==> config.mk <==
export PLATFORM = sky130hd
export DESIGN_NAME = serial_in_scanner_flat
export DESIGN_NICKNAME = d
export VERILOG_FILES = /design/src/rtl/serial_in_scanner_pkg.sv /design/src/rtl/serial_in_scanner_if.sv /design/src/rtl/serial_phase_timer.sv /design/src/rtl/serial_in_scanner.sv /design/src/flat_wrapper.sv
export SDC_FILE = /design/constraint.sdc
export NUM_CORES = 1
export LEC_CHECK = 0
export CAP_MARGIN = 30
export CORE_MARGIN = 8
export CORE_UTILIZATION = 50
export CTS_CLUSTER_DIAMETER = 30
export CTS_CLUSTER_SIZE = 12
export DETAILED_ROUTE_END_ITERATION = 12
export PLACE_DENSITY = 0.74
export SETUP_SLACK_MARGIN = 0.02
export SLEW_MARGIN = 20
export SYNTH_ARGS = -nofsm -noshare
export SYNTH_HDL_FRONTEND = slang
export SYNTH_SLANG_ARGS = --single-unit
==> constraint.sdc <==
create_clock -name clk -period 5 [get_ports clk]
set_clock_uncertainty 0.1 [all_clocks]
set_input_delay 1 -clock clk [delete_from_list [all_inputs] [get_ports clk]]
set_output_delay 1 -clock clk [all_outputs]
set_load 0.005 [all_outputs]
==> src/rtl/serial_in_scanner_pkg.sv <==
// Shared types and board constants for the 74LV165 switch-chain scanner.
package serial_in_scanner_pkg;

  // Scanner sequencing states.
  typedef enum logic [1:0] {
    StIdle,
    StLoad,
    StLow,
    StHigh
  } scan_state_e;

  // Board map: which serial lane carries which panel field.
  localparam int unsigned LANE_REG_C_LO = 0;
  localparam int unsigned LANE_REG_C_HI = 1;
  localparam int unsigned LANE_SEL      = 2;
  localparam int unsigned LANE_STRT_HI  = 3;
  localparam int unsigned LANE_CMP      = 4;

  // Panel field widths carried across the lanes.
  localparam int unsigned REG_C_W = 31;
  localparam int unsigned STRT_W  = 12;
  localparam int unsigned SEL_W   = 12;
  localparam int unsigned CMP_W   = 12;

endpackage

==> src/rtl/serial_in_scanner_if.sv <==
// Bundle between the scanner, the off-board 165 chains and the panel logic.
interface serial_in_scanner_if #(
  parameter int unsigned LANES = 5,
  parameter int unsigned BITS  = 16
);
  logic                    scan_en;
  logic [LANES-1:0]        serial_in_ser;
  logic                    serial_in_shldn;
  logic                    serial_in_rclk;
  logic [LANES*BITS-1:0]   data_out;
  logic                    data_valid;
  logic                    busy;

  // Scanner side.
  modport master (
    input  scan_en,
    input  serial_in_ser,
    output serial_in_shldn,
    output serial_in_rclk,
    output data_out,
    output data_valid,
    output busy
  );

  // Chain / consumer side.
  modport slave (
    output scan_en,
    output serial_in_ser,
    input  serial_in_shldn,
    input  serial_in_rclk,
    input  data_out,
    input  data_valid,
    input  busy
  );
endinterface

==> src/rtl/serial_phase_timer.sv <==
// Loadable down-counter timing one CLK_DIV-long phase; phase_done marks its last cycle.
module serial_phase_timer #(
  parameter int unsigned CLK_DIV = 2
) (
  input  logic clk,
  input  logic resetn,
  input  logic reload,
  output logic phase_done
);
  localparam int unsigned CntW = (CLK_DIV > 1) ? $clog2(CLK_DIV) : 1;
  localparam logic [CntW-1:0] CntMax = CntW'(CLK_DIV - 1);

  logic [CntW-1:0] cnt_q;

  // Reload at each phase start, then count down and hold at zero.
  always_ff @(posedge clk or negedge resetn) begin
    if (!resetn) begin
      cnt_q <= '0;
    end else if (reload) begin
      cnt_q <= CntMax;
    end else if (cnt_q != '0) begin
      cnt_q <= cnt_q - CntW'(1);
    end
  end

  assign phase_done = (cnt_q == '0);

endmodule

==> src/rtl/serial_in_scanner.sv <==
// Drives shldn/rclk for the 165 chains and captures LANES MSB-first serial words.
module serial_in_scanner
  import serial_in_scanner_pkg::*;
#(
  parameter int unsigned LANES   = 5,
  parameter int unsigned BITS    = 16,
  parameter int unsigned CLK_DIV = 2
) (
  input logic                 clk,
  input logic                 resetn,
  serial_in_scanner_if.master bus
);
  localparam int unsigned BitW = $clog2(BITS);
  localparam logic [BitW-1:0] LastBit = BitW'(BITS - 1);

  scan_state_e     state_q, state_d;
  logic [BitW-1:0] bit_cnt_q;
  logic            phase_done;
  logic            reload;
  logic            sample;
  logic            last_sample;
  logic            rclk_q, shldn_q, busy_q, valid_q;

  serial_phase_timer #(
    .CLK_DIV (CLK_DIV)
  ) u_timer (
    .clk        (clk),
    .resetn     (resetn),
    .reload     (reload),
    .phase_done (phase_done)
  );

  // Next state; sampling happens on the last cycle of each LOW phase.
  always_comb begin
    state_d = state_q;
    sample  = 1'b0;
    unique case (state_q)
      // Skip the completion cycle so back-to-back scans leave one extra idle cycle.
      StIdle: if (bus.scan_en && !valid_q) state_d = StLoad;
      StLoad: if (phase_done) state_d = StLow;
      StLow: begin
        if (phase_done) begin
          sample  = 1'b1;
          state_d = (bit_cnt_q == LastBit) ? StIdle : StHigh;
        end
      end
      StHigh: if (phase_done) state_d = StLow;
      default: state_d = StIdle;
    endcase
  end

  assign reload      = (state_d != state_q);
  assign last_sample = sample && (bit_cnt_q == LastBit);

  // State, bit counter and registered chain-control outputs.
  always_ff @(posedge clk or negedge resetn) begin
    if (!resetn) begin
      state_q   <= StIdle;
      bit_cnt_q <= '0;
      rclk_q    <= 1'b0;
      shldn_q   <= 1'b1;
      busy_q    <= 1'b0;
      valid_q   <= 1'b0;
    end else begin
      state_q <= state_d;
      rclk_q  <= (state_d == StHigh);
      shldn_q <= (state_d != StLoad);
      busy_q  <= (state_d != StIdle);
      valid_q <= last_sample;
      if (state_d == StLoad) begin
        bit_cnt_q <= '0;
      end else if (sample) begin
        bit_cnt_q <= last_sample ? '0 : bit_cnt_q + BitW'(1);
      end
    end
  end

  for (genvar l = 0; l < LANES; l++) begin : g_lane
    // Only BITS-1 bits need holding; the final bit goes straight into data.
    logic [BITS-2:0] shift_q;
    logic [BITS-1:0] data_q;

    // Shift each sample in at the LSB; publish the whole word on the last one.
    always_ff @(posedge clk or negedge resetn) begin
      if (!resetn) begin
        shift_q <= '0;
        data_q  <= '0;
      end else if (sample) begin
        shift_q <= (BITS-1)'({shift_q, bus.serial_in_ser[l]});
        if (last_sample) begin
          data_q <= {shift_q, bus.serial_in_ser[l]};
        end
      end
    end

    assign bus.data_out[l*BITS +: BITS] = data_q;
  end

  assign bus.serial_in_rclk  = rclk_q;
  assign bus.serial_in_shldn = shldn_q;
  assign bus.busy            = busy_q;
  assign bus.data_valid      = valid_q;

endmodule

==> src/flat_wrapper.sv <==
// flat-port wrapper written by rule: the top's interface ports become plain ports
module serial_in_scanner_flat import serial_in_scanner_pkg::*;
#(
  parameter int unsigned LANES   = 5,
  parameter int unsigned BITS    = 16,
  parameter int unsigned CLK_DIV = 2
)
  (clk, resetn, bus_scan_en, bus_serial_in_ser, bus_serial_in_shldn, bus_serial_in_rclk, bus_data_out, bus_data_valid, bus_busy);
  serial_in_scanner_if #(.LANES(LANES), .BITS(BITS)) bus_i ();
  input logic clk;
  input logic resetn;
  input wire logic [$bits(bus_i.scan_en)-1:0] bus_scan_en;
  input wire logic [$bits(bus_i.serial_in_ser)-1:0] bus_serial_in_ser;
  output wire logic [$bits(bus_i.serial_in_shldn)-1:0] bus_serial_in_shldn;
  output wire logic [$bits(bus_i.serial_in_rclk)-1:0] bus_serial_in_rclk;
  output wire logic [$bits(bus_i.data_out)-1:0] bus_data_out;
  output wire logic [$bits(bus_i.data_valid)-1:0] bus_data_valid;
  output wire logic [$bits(bus_i.busy)-1:0] bus_busy;
  assign bus_i.scan_en = bus_scan_en;
  assign bus_i.serial_in_ser = bus_serial_in_ser;
  assign bus_serial_in_shldn = bus_i.serial_in_shldn;
  assign bus_serial_in_rclk = bus_i.serial_in_rclk;
  assign bus_data_out = bus_i.data_out;
  assign bus_data_valid = bus_i.data_valid;
  assign bus_busy = bus_i.busy;
  serial_in_scanner #(.LANES(LANES), .BITS(BITS), .CLK_DIV(CLK_DIV)) u_core (.clk(clk), .resetn(resetn), .bus(bus_i));
endmodule
# Word-level counts from Yosys, hierarchy flattened
# Cells that the tools add are included.
# W data, S select, Z words.
dict set report op_classes {
  n_div 0
  mul 0
  shifts 0
  n_mux 12
  bitwise 0
  n_lt_le_gt_ge 0
  addsub 2
  reduce_logical 8
  eq_ne 8
}
# cell n
set ops {}
lappend ops {{$mux W4} 3}
lappend ops {{$mux W2} 4}
lappend ops {{$eq A2 B2 Y1 const B} 3}
lappend ops {{$pmux W2 S3} 1}
lappend ops {{$add A4 B1 Y4 const B} 1}
lappend ops {{$eq A2 B1 Y1 const B} 2}
lappend ops {{$eq A4 B4 Y1 const B} 1}
lappend ops {{$mux W1} 4}
lappend ops {{$reduce_bool A2 Y1} 2}
lappend ops {{$logic_and A1 B1 Y1} 2}
lappend ops {{$logic_not A2 Y1} 1}
lappend ops {{$ne A2 B1 Y1 const B} 1}
lappend ops {{$ne A2 B2 Y1} 1}
lappend ops {{$reduce_and A2 Y1} 1}
lappend ops {{$reduce_or A2 Y1} 1}
lappend ops {{$logic_not A1 Y1} 1}
lappend ops {{$sub A1 B1 Y1 const B} 1}
dict set report word_totals {
  out_inout_bits 84
  latchBits 0
  mem_count 0
  regBits 166
  ramBits 0
  inputBits 8
  mem_bits_ro 0
}

# Longest topological paths before layout
# Gate-level depths: netlist of run 1.
dict set report logic_depth {
  depth_word 6
  mapped_depth 7
  mapped_depth_nobuf 4
}

# Hierarchy
# From an unflattened synthesis of run 1, not the netlist that was laid out.
dict set report hier_totals {
  cells_unflattened 533
  area_unflattened_um2 6716.4
}
# module area_per_inst_um2 instances cells_each
set modules_own_cells {}
lappend modules_own_cells {serial_in_scanner 6687.7 1 531}
lappend modules_own_cells {serial_phase_timer 28.8 1 2}

# Least setup slack after synthesis of run 1
# OpenSTA, ideal clock, no wires.
dict set report synth_timing {
  path_kind {input to register}
  from {in bus_scan_en}
  to {reg u_core.bit_cnt_q[0]}
  arrival_ps 1756
  slack_ps 3008
  cell_stages 3
  n_path_buf 0
  path_cell_list {or3b_2 -> a21oi_1 -> a21oi_1}
}
dict set report synth_via {
  elab_chain_len 5
}
# item line_no
set synth_lines {}
lappend synth_lines {{start: declaration} flat_wrapper.sv:12} ;# input wire logic [$bits(bus_i.scan_en)-1:0] bus_scan_en;
lappend synth_lines {{$logic_and A1 B1 Y1 *} serial_in_scanner.sv:39} ;# StIdle: if (bus.scan_en && !valid_q) state_d = StLoad;
lappend synth_lines {{$mux W2 *} serial_in_scanner.sv:39}
lappend synth_lines {{$pmux W2 S3 *} serial_in_scanner.sv:37} ;# unique case (state_q)
lappend synth_lines {{$eq A2 B1 Y1 *} serial_in_scanner.sv:70} ;# if (state_d == StLoad) begin
lappend synth_lines {{$mux W4 / $reduce_bool A2 Y1 (equally long branches)} -}
lappend synth_lines {{end signal: assignment} serial_in_scanner.sv:73} ;# bit_cnt_q <= last_sample ? '0 : bit_cnt_q + BitW'(1);
lappend synth_lines {{end: declaration} serial_in_scanner.sv:17} ;# logic [BitW-1:0] bit_cnt_q;
# Mark *: on every way between the ends. The rest lies on a longest branch, timed or not.
# A chain may end at the register's enable or synchronous reset.

# Worst setup path after layout of run 1
dict set report layout_timing {
  from {reg u_core.u_timer.cnt_q}
  to {reg u_core.g_lane[0].data_q[2]}
}
dict set report layout_via {
  elab_chain_len 4
}
# item line_no
set layout_lines {}
lappend layout_lines {{start: declaration} serial_phase_timer.sv:13} ;# logic [CntW-1:0] cnt_q;
lappend layout_lines {{start signal: assignment} serial_phase_timer.sv:20} ;# cnt_q <= CntMax;
lappend layout_lines {{start signal: assignment} serial_phase_timer.sv:22} ;# cnt_q <= cnt_q - CntW'(1);
lappend layout_lines {{$mux W1 *} serial_in_scanner.sv:42} ;# if (phase_done) begin
lappend layout_lines {{$mux W1 *} serial_in_scanner.sv:37}
lappend layout_lines {{$logic_and A1 B1 Y1} serial_in_scanner.sv:53} ;# assign last_sample = sample && (bit_cnt_q == LastBit);
lappend layout_lines {{$reduce_and A2 Y1 (no line) *} -}
lappend layout_lines {{end signal: assignment} serial_in_scanner.sv:91} ;# data_q <= {shift_q, bus.serial_in_ser[l]};
lappend layout_lines {{end: declaration} serial_in_scanner.sv:81} ;# logic [BITS-1:0] data_q;
# Marks and branches as above.

==> out/summary.txt, run 1 <==
origin of the critical flop-to-flop path - u_core.u_timer.cnt_q
Final Hold Vio Count - 0
post-DP HPWL - 7.56 mm
slew margin rel. - 40.7%
Crit path required time - 5.20 ns
clk root buf - clkbuf_16
syn avg cell area - 11.8 um2
setup TNS - 0 ns
ranking of synthesized cells by area - dfrtp_1, nand2_1, mux2_2, buf_6, mux2_1
Reg clk slew, reported paths - 0.06 ns
DRC violations left - 0
YS warnings - 0
CTS sink cnt - 166
Synth Flop Type - dfrtp_1
drt wl/cell - 14.9 um
Nets - 633
I/O pin total - 92
crit path DAT - 3.36 ns
Final Routed Wirelength - 12.1 mm
crit path capture type - flip-flop
hold path endpoint - u_core.g_lane[4].shift_q[14]
hold path start - u_core.g_lane[4].shift_q[14]
initial antenna violation count - 0
Final Critical Period - 3.16 ns
reg2reg path depth - 5
slowest CP cell - nor2_8
cell row count - 41
Max Clk Rate - 0.316 GHz
DR vias/cell - 4.93
register bit total from synthesis - 166
crit path kind - reg2reg
I/O Buffers - 91
CTS tree - done
post-route ant nets - 0
most frequent cell after synthesis - nand2_1
number of flops mapped to enable cells by yosys - 0
DR iter-0 viols - 316
setup bufs post-CTS - 0
peak supply drop - 0.167 mV
WHS Path Cells - 2
GPL Wtd Cong - 0.719
min-delay worst type - reg2reg
CP peak stage delay - 0.66 ns
post-synth top area share - 65.6%
First-pass DRT Iterations - 4
slew at the pin closest to its max-slew limit - 0.890 ns
Reg-to-Reg End - u_core.g_lane[0].data_q[2]
GRT Util Overall - 15.7%
Remaining Overflow, GRT - 0
CTS buffer count - 17
final worst-path cycle share - 63.2%
CP Launch Type - flip-flop
H-tree Lvls - 4
syn nets - 544
Clock Tree Buf Depth - 2
setup violators final - 0
post-synthesis cell type count - 26
Final Core Density - 63.5%
ys async rst share - 100%
Die Y - 128 um
fraction of layout cells with a size suffix above 1 - 18.1%
DIE AREA - 16400 um2
sequential area share after synthesis - 66.0%
Die Width - 128 um
RSZ-0062 raised after global routing - false
Area Growth Syn to Fin - 25.7%
Mapped Cells - 535
mapped cell area - 6290 um2
largest net degree at the start of global routing - 90
Initial Utilization - 50.5%
routed vias - 3987
Max-cap violations - 0
Slew Limit Fails - 0
critical path fanouts, max - 53
crit path from - u_core.u_timer.cnt_q
first-pass GRT wire length - 20.4 mm
pwr dens - 348 nW/um2
status - completed
worst skew pair latency - 0.42 ns
vias in the first global route - 4153
cts hold-fix bufs - 0
Core Box Area - 12500 um2
CP cell instances - or3b_4, buf_12, nor2_8, buf_4, mux2_2
Reg2Reg Setup Slack - 1.84 ns
cell accounting for the most synthesized area - dfrtp_1
Antenna diodes - 0
Leak - 0.00393 uW
top cells by count, synth - nand2_1, dfrtp_1, mux2_2
post-cts sizing count - 0
[area by class of cell]
cell class,count,area [um2]
timing repair buffer,96,962
sequential,166,4160
inverter,4,15.0
clock inverter,12,151
tap,172,215
fill,968,4550
multi-input combinational,339,1970
clock buffer,19,443
[state kept, by name, indices dropped and copies added, names as in the netlist]
register	count
u_core.bit_cnt_q	4
u_core.bus.busy	1
u_core.bus.data_valid	1
u_core.bus.serial_in_rclk	1
u_core.bus.serial_in_shldn	1
u_core.g_lane.data_q	80
u_core.g_lane.shift_q	75
u_core.state_q	2
u_core.u_timer.cnt_q	1
[worst max path at each step]
stage,endpoint,slack [ns],depth (start not counted)
2_1_floorplan,u_core.bit_cnt_q[0],3.01,3
3_3_place_gp,u_core.g_lane[1].data_q[9],1.89,4
3_5_place_dp,u_core.g_lane[1].data_q[7],1.79,4
4_1_cts,u_core.g_lane[0].data_q[2],1.81,4
5_1_grt,u_core.g_lane[1].data_q[7],1.65,5
6_report,u_core.g_lane[0].data_q[2],1.84,5
[placed cells by master, fill, tap and decap left out, drive strengths merged, types with 3 or more instances in the layout]
cell type | Yosys | routed
clkbuf | 13 | 19
mux2 | 80 | 80
inv | 4 | 6
a21oi | 6 | 6
nand3 | 3 | 3
bufinv | 0 | 3
nand2 | 231 | 231
clkdlybuf4s50 | 0 | 90
dfrtp | 165 | 165
clkinv | 0 | 5
buf | 13 | 6
o21ai | 4 | 4
nor2 | 3 | 3
[layer usage]
| layer | GRT usage (%) | share of wire (%) | up-vias | wire length, um |
|---|---|---|---|---|
| li1 | - | - | 1904 | - |
| met1 | 19.2 | 44 | 1970 | 5350 |
| met2 | 24.7 | 48 | 93 | 5750 |
| met3 | 5.49 | 6.3 | 20 | 763 |
| met4 | 6.36 | 1.6 | 0 | 195 |
| met5 | 0 | 0 | - | 0 |
[cells by family after synthesis]
group	count (synthesis)	synth area share [%]
flops	166	66.0
fa+ha+maj	1	0.199
mux	80	14.3
compound gates	14	1.25
buf+inv	30	2.80
simple gates	244	15.4
[where the power goes]
group / leakage, uW / switching (uW) / internal [uW] / total [uW]
sequential: 0.00212 / 19.7 / 1370 / 1390
clock: 0.000289 / 517 / 796 / 1310
combinational: 0.00152 / 38.2 / 16.1 / 54.3
[per-stage QoR]
step / setup WS (ns) / instance area (um2) / hold slack [ns] / power, uW / instances
floorplan: 3.01 / 6290 / 0.340 / 1420 / 535
global route: 1.65 / 7910 / 0.399 / 2850 / 808
detailed placement: 1.79 / 7300 / 0.361 / 1470 / 776
CTS: 1.81 / 7890 / 0.376 / 2780 / 807
finish: 1.84 / 7910 / 0.375 / 2760 / 808
global placement: 1.89 / 7300 / 0.354 / 1460 / 776
[worst max-delay path, delay by kind of cell, from the launching register on]
kind                   cells  cell delay, ns
buffers and inverters      2            0.75
and+or+nand+nor            2            1.31
DFF                        1            0.47
muxes                      1            0.39
No activity file was read; power rests on OpenSTA's default activity.
==> inputs of run 2 (changes only) <==
--- a/config.mk
+++ b/config.mk
@@ -7,11 +7,11 @@
 export LEC_CHECK = 0
 export CAP_MARGIN = 30
 export CORE_MARGIN = 8
-export CORE_UTILIZATION = 50
+export CORE_UTILIZATION = 49
 export CTS_CLUSTER_DIAMETER = 30
 export CTS_CLUSTER_SIZE = 12
 export DETAILED_ROUTE_END_ITERATION = 12
-export PLACE_DENSITY = 0.74
+export PLACE_DENSITY = 0.76
 export SETUP_SLACK_MARGIN = 0.02
 export SLEW_MARGIN = 20
 export SYNTH_ARGS = -nofsm -noshare
==> constraint.sdc (replaced) <==
create_clock -name clk -period 2.9 [get_ports clk]
set_clock_uncertainty 0.1 [all_clocks]
set_input_delay 0.58 -clock clk [delete_from_list [all_inputs] [get_ports clk]]
set_output_delay 0.58 -clock clk [all_outputs]
set_load 0.005 [all_outputs]
==> run 2 against run 1 <==
Final cell count grew 0.62%. Non-clock buffer count grew 5. Via count grew 1.3%. Largest power group unchanged. Power grew 70%. Critical path type unchanged. Critical endpoint is now u_core.g_lane[4].data_q[0].
==> out/summary.txt, run 2 (synthesis gave the netlist of run 1 again) <==
I/O pin total - 92
Die Y - 129 um
post-route ant nets - 0
CP cell instances - ha_1, nand3_1, nor2_8, buf_4, mux2_2
Antenna diodes - 0
final worst-path cycle share - 80.4%
Area Growth Syn to Fin - 26.4%
DR iter-0 viols - 317
H-tree Lvls - 4
GRT Util Overall - 15.7%
RSZ-0062 raised after global routing - false
commonest non-fill, non-tap cells in the layout - nand2_1, dfrtp_1, clkdlybuf4s50_1, mux2_2, clkbuf_16
commonest non-fill, non-tap cell in the layout - nand2_1
P_sw - 957 uW
crit path DAT - 2.53 ns
vias in the first global route - 4150
drt wl/cell - 15.1 um
setup TNS - 0 ns
CP Launch Type - flip-flop
I/O Buffers - 91
DRC violations left - 0
Final Routed Wirelength - 12.3 mm
slew margin rel. - 45.1%
Final Hold Vio Count - 0
CP peak stage delay - 0.51 ns
placed cells - 782
largest net degree at the start of global routing - 79
routed vias - 4038
slew at the pin closest to its max-slew limit - 0.823 ns
min-delay worst type - in2async
Remaining Overflow, GRT - 0
crit path capture type - flip-flop
Core Box Area - 12600 um2
Gate power share - 2.0%
clk root buf - clkbuf_16
Reg clk slew, reported paths - 0.06 ns
Clock Tree Buf Depth - 2
critical path fanouts, max - 24
first-pass GRT wire length - 20.7 mm
setup bufs post-CTS - 0
First-pass DRT Iterations - 5
pwr dens - 587 nW/um2
Int Pwr - 3720 uW
Final Critical Period - 2.33 ns
GPL Wtd Cong - 0.708
top flop regs - u_core.g_lane.data_q: 80 flops, u_core.g_lane.shift_q: 75 flops, u_core.bit_cnt_q: 4 flops
Non-Filler Instances - 813
Slew Limit Fails - 0
post-cts sizing count - 0
Max Clk Rate - 0.429 GHz
setup violators final - 0
Die Width - 129 um
CTS tree - done
clock network fraction of total power - 46.8%
Initial Utilization - 50.1%
cts hold-fix bufs - 0
initial antenna violation count - 0
slowest CP cell - nor2_8
fraction of layout cells with a size suffix above 1 - 18.4%
Nets - 638
Seq pwr share - 51.2%
Most flops, register - u_core.g_lane.data_q
cell row count - 41
status - completed
worst skew pair latency - 0.42 ns
Max-cap violations - 0
crit path kind - reg2reg
peak supply drop - 0.389 mV
DIE AREA - 16700 um2
Sw Ratio - 20.5%
Leak - 0.00395 uW
CTS buffer count - 17
DR vias/cell - 4.97
CTS sink cnt - 166
post-DP HPWL - 7.92 mm
max reg flops - 80
Crit path required time - 3.10 ns
[run 2: cell count changes in the layout (fill, tap and decap cells not counted)]
cell and change:
buf_12 +2, buf_4 +3, bufinv_16 -1, clkbuf_1 +2
clkbuf_8 +2, clkinv_2 -1, inv_6 -2
[run 2: path summary, 6_finish.rpt]
path	startpoint	to	slack [ns]	cells after the start
worst min register to register	u_core.g_lane[1].shift_q[14]	u_core.g_lane[1].shift_q[14]	0.38	2
worst max register to register	u_core.bit_cnt_q[0]	u_core.g_lane[4].data_q[0]	0.57	5
worst max-delay path	u_core.bit_cnt_q[0]	u_core.g_lane[4].data_q[0]	0.57	5
worst min-delay path	resetn	u_core.g_lane[0].data_q[6]	0.07	1
min in group clk	u_core.g_lane[1].shift_q[14]	u_core.g_lane[1].shift_q[14]	0.38	2
max in group asynchronous	resetn	u_core.g_lane[3].data_q[11]	1.79	2
[run 2: critical path: cells and delay by family (launching register included)]
kind          cells  cell delay (ns)
simple gates      2             0.82
flops             1             0.41
mux               1             0.35
buf+inv           1             0.28
fa+ha+maj         1             0.25
[run 2: per-stage QoR]
step	area, um2	utilization [%]	hold slack, ns	power (uW)	setup slack (ns)
2_1_floorplan	6290	-	0.184	2460	1.03
3_3_place_gp	7380	58.7	0.356	2530	0.719
3_5_place_dp	7380	58.7	0.363	2530	0.604
4_1_cts	7960	63.3	0.102	4720	0.563
5_1_grt	7960	63.3	0.135	4840	0.501
6_report	7960	63.3	0.0684	4680	0.568
[run 2: routing by layer]
metal	wire length, um	global-route usage (%)
met5	0	0
met4	195	6.43
met3	707	5.55
met2	5860	25.2
met1	5560	19.0
[run 2: area by class of cell]
type / count / area (um2)
clock buffer: 23 / 478
multi-input combinational: 339 / 1970
inverter: 4 / 15.0
timing repair buffer: 101 / 1020
clock inverter: 8 / 98.8
fill: 991 / 4610
sequential: 166 / 4160
tap: 172 / 215
[run 2: power groups by stage]
stage	Sequential, uW	Combinational [uW]	Clock (uW)
floorplan	2420	32.4	0
global placement	2430	95.3	0
detailed placement	2430	100	0
CTS	2390	101	2230
global route	2400	115	2330
finish	2390	95.6	2190
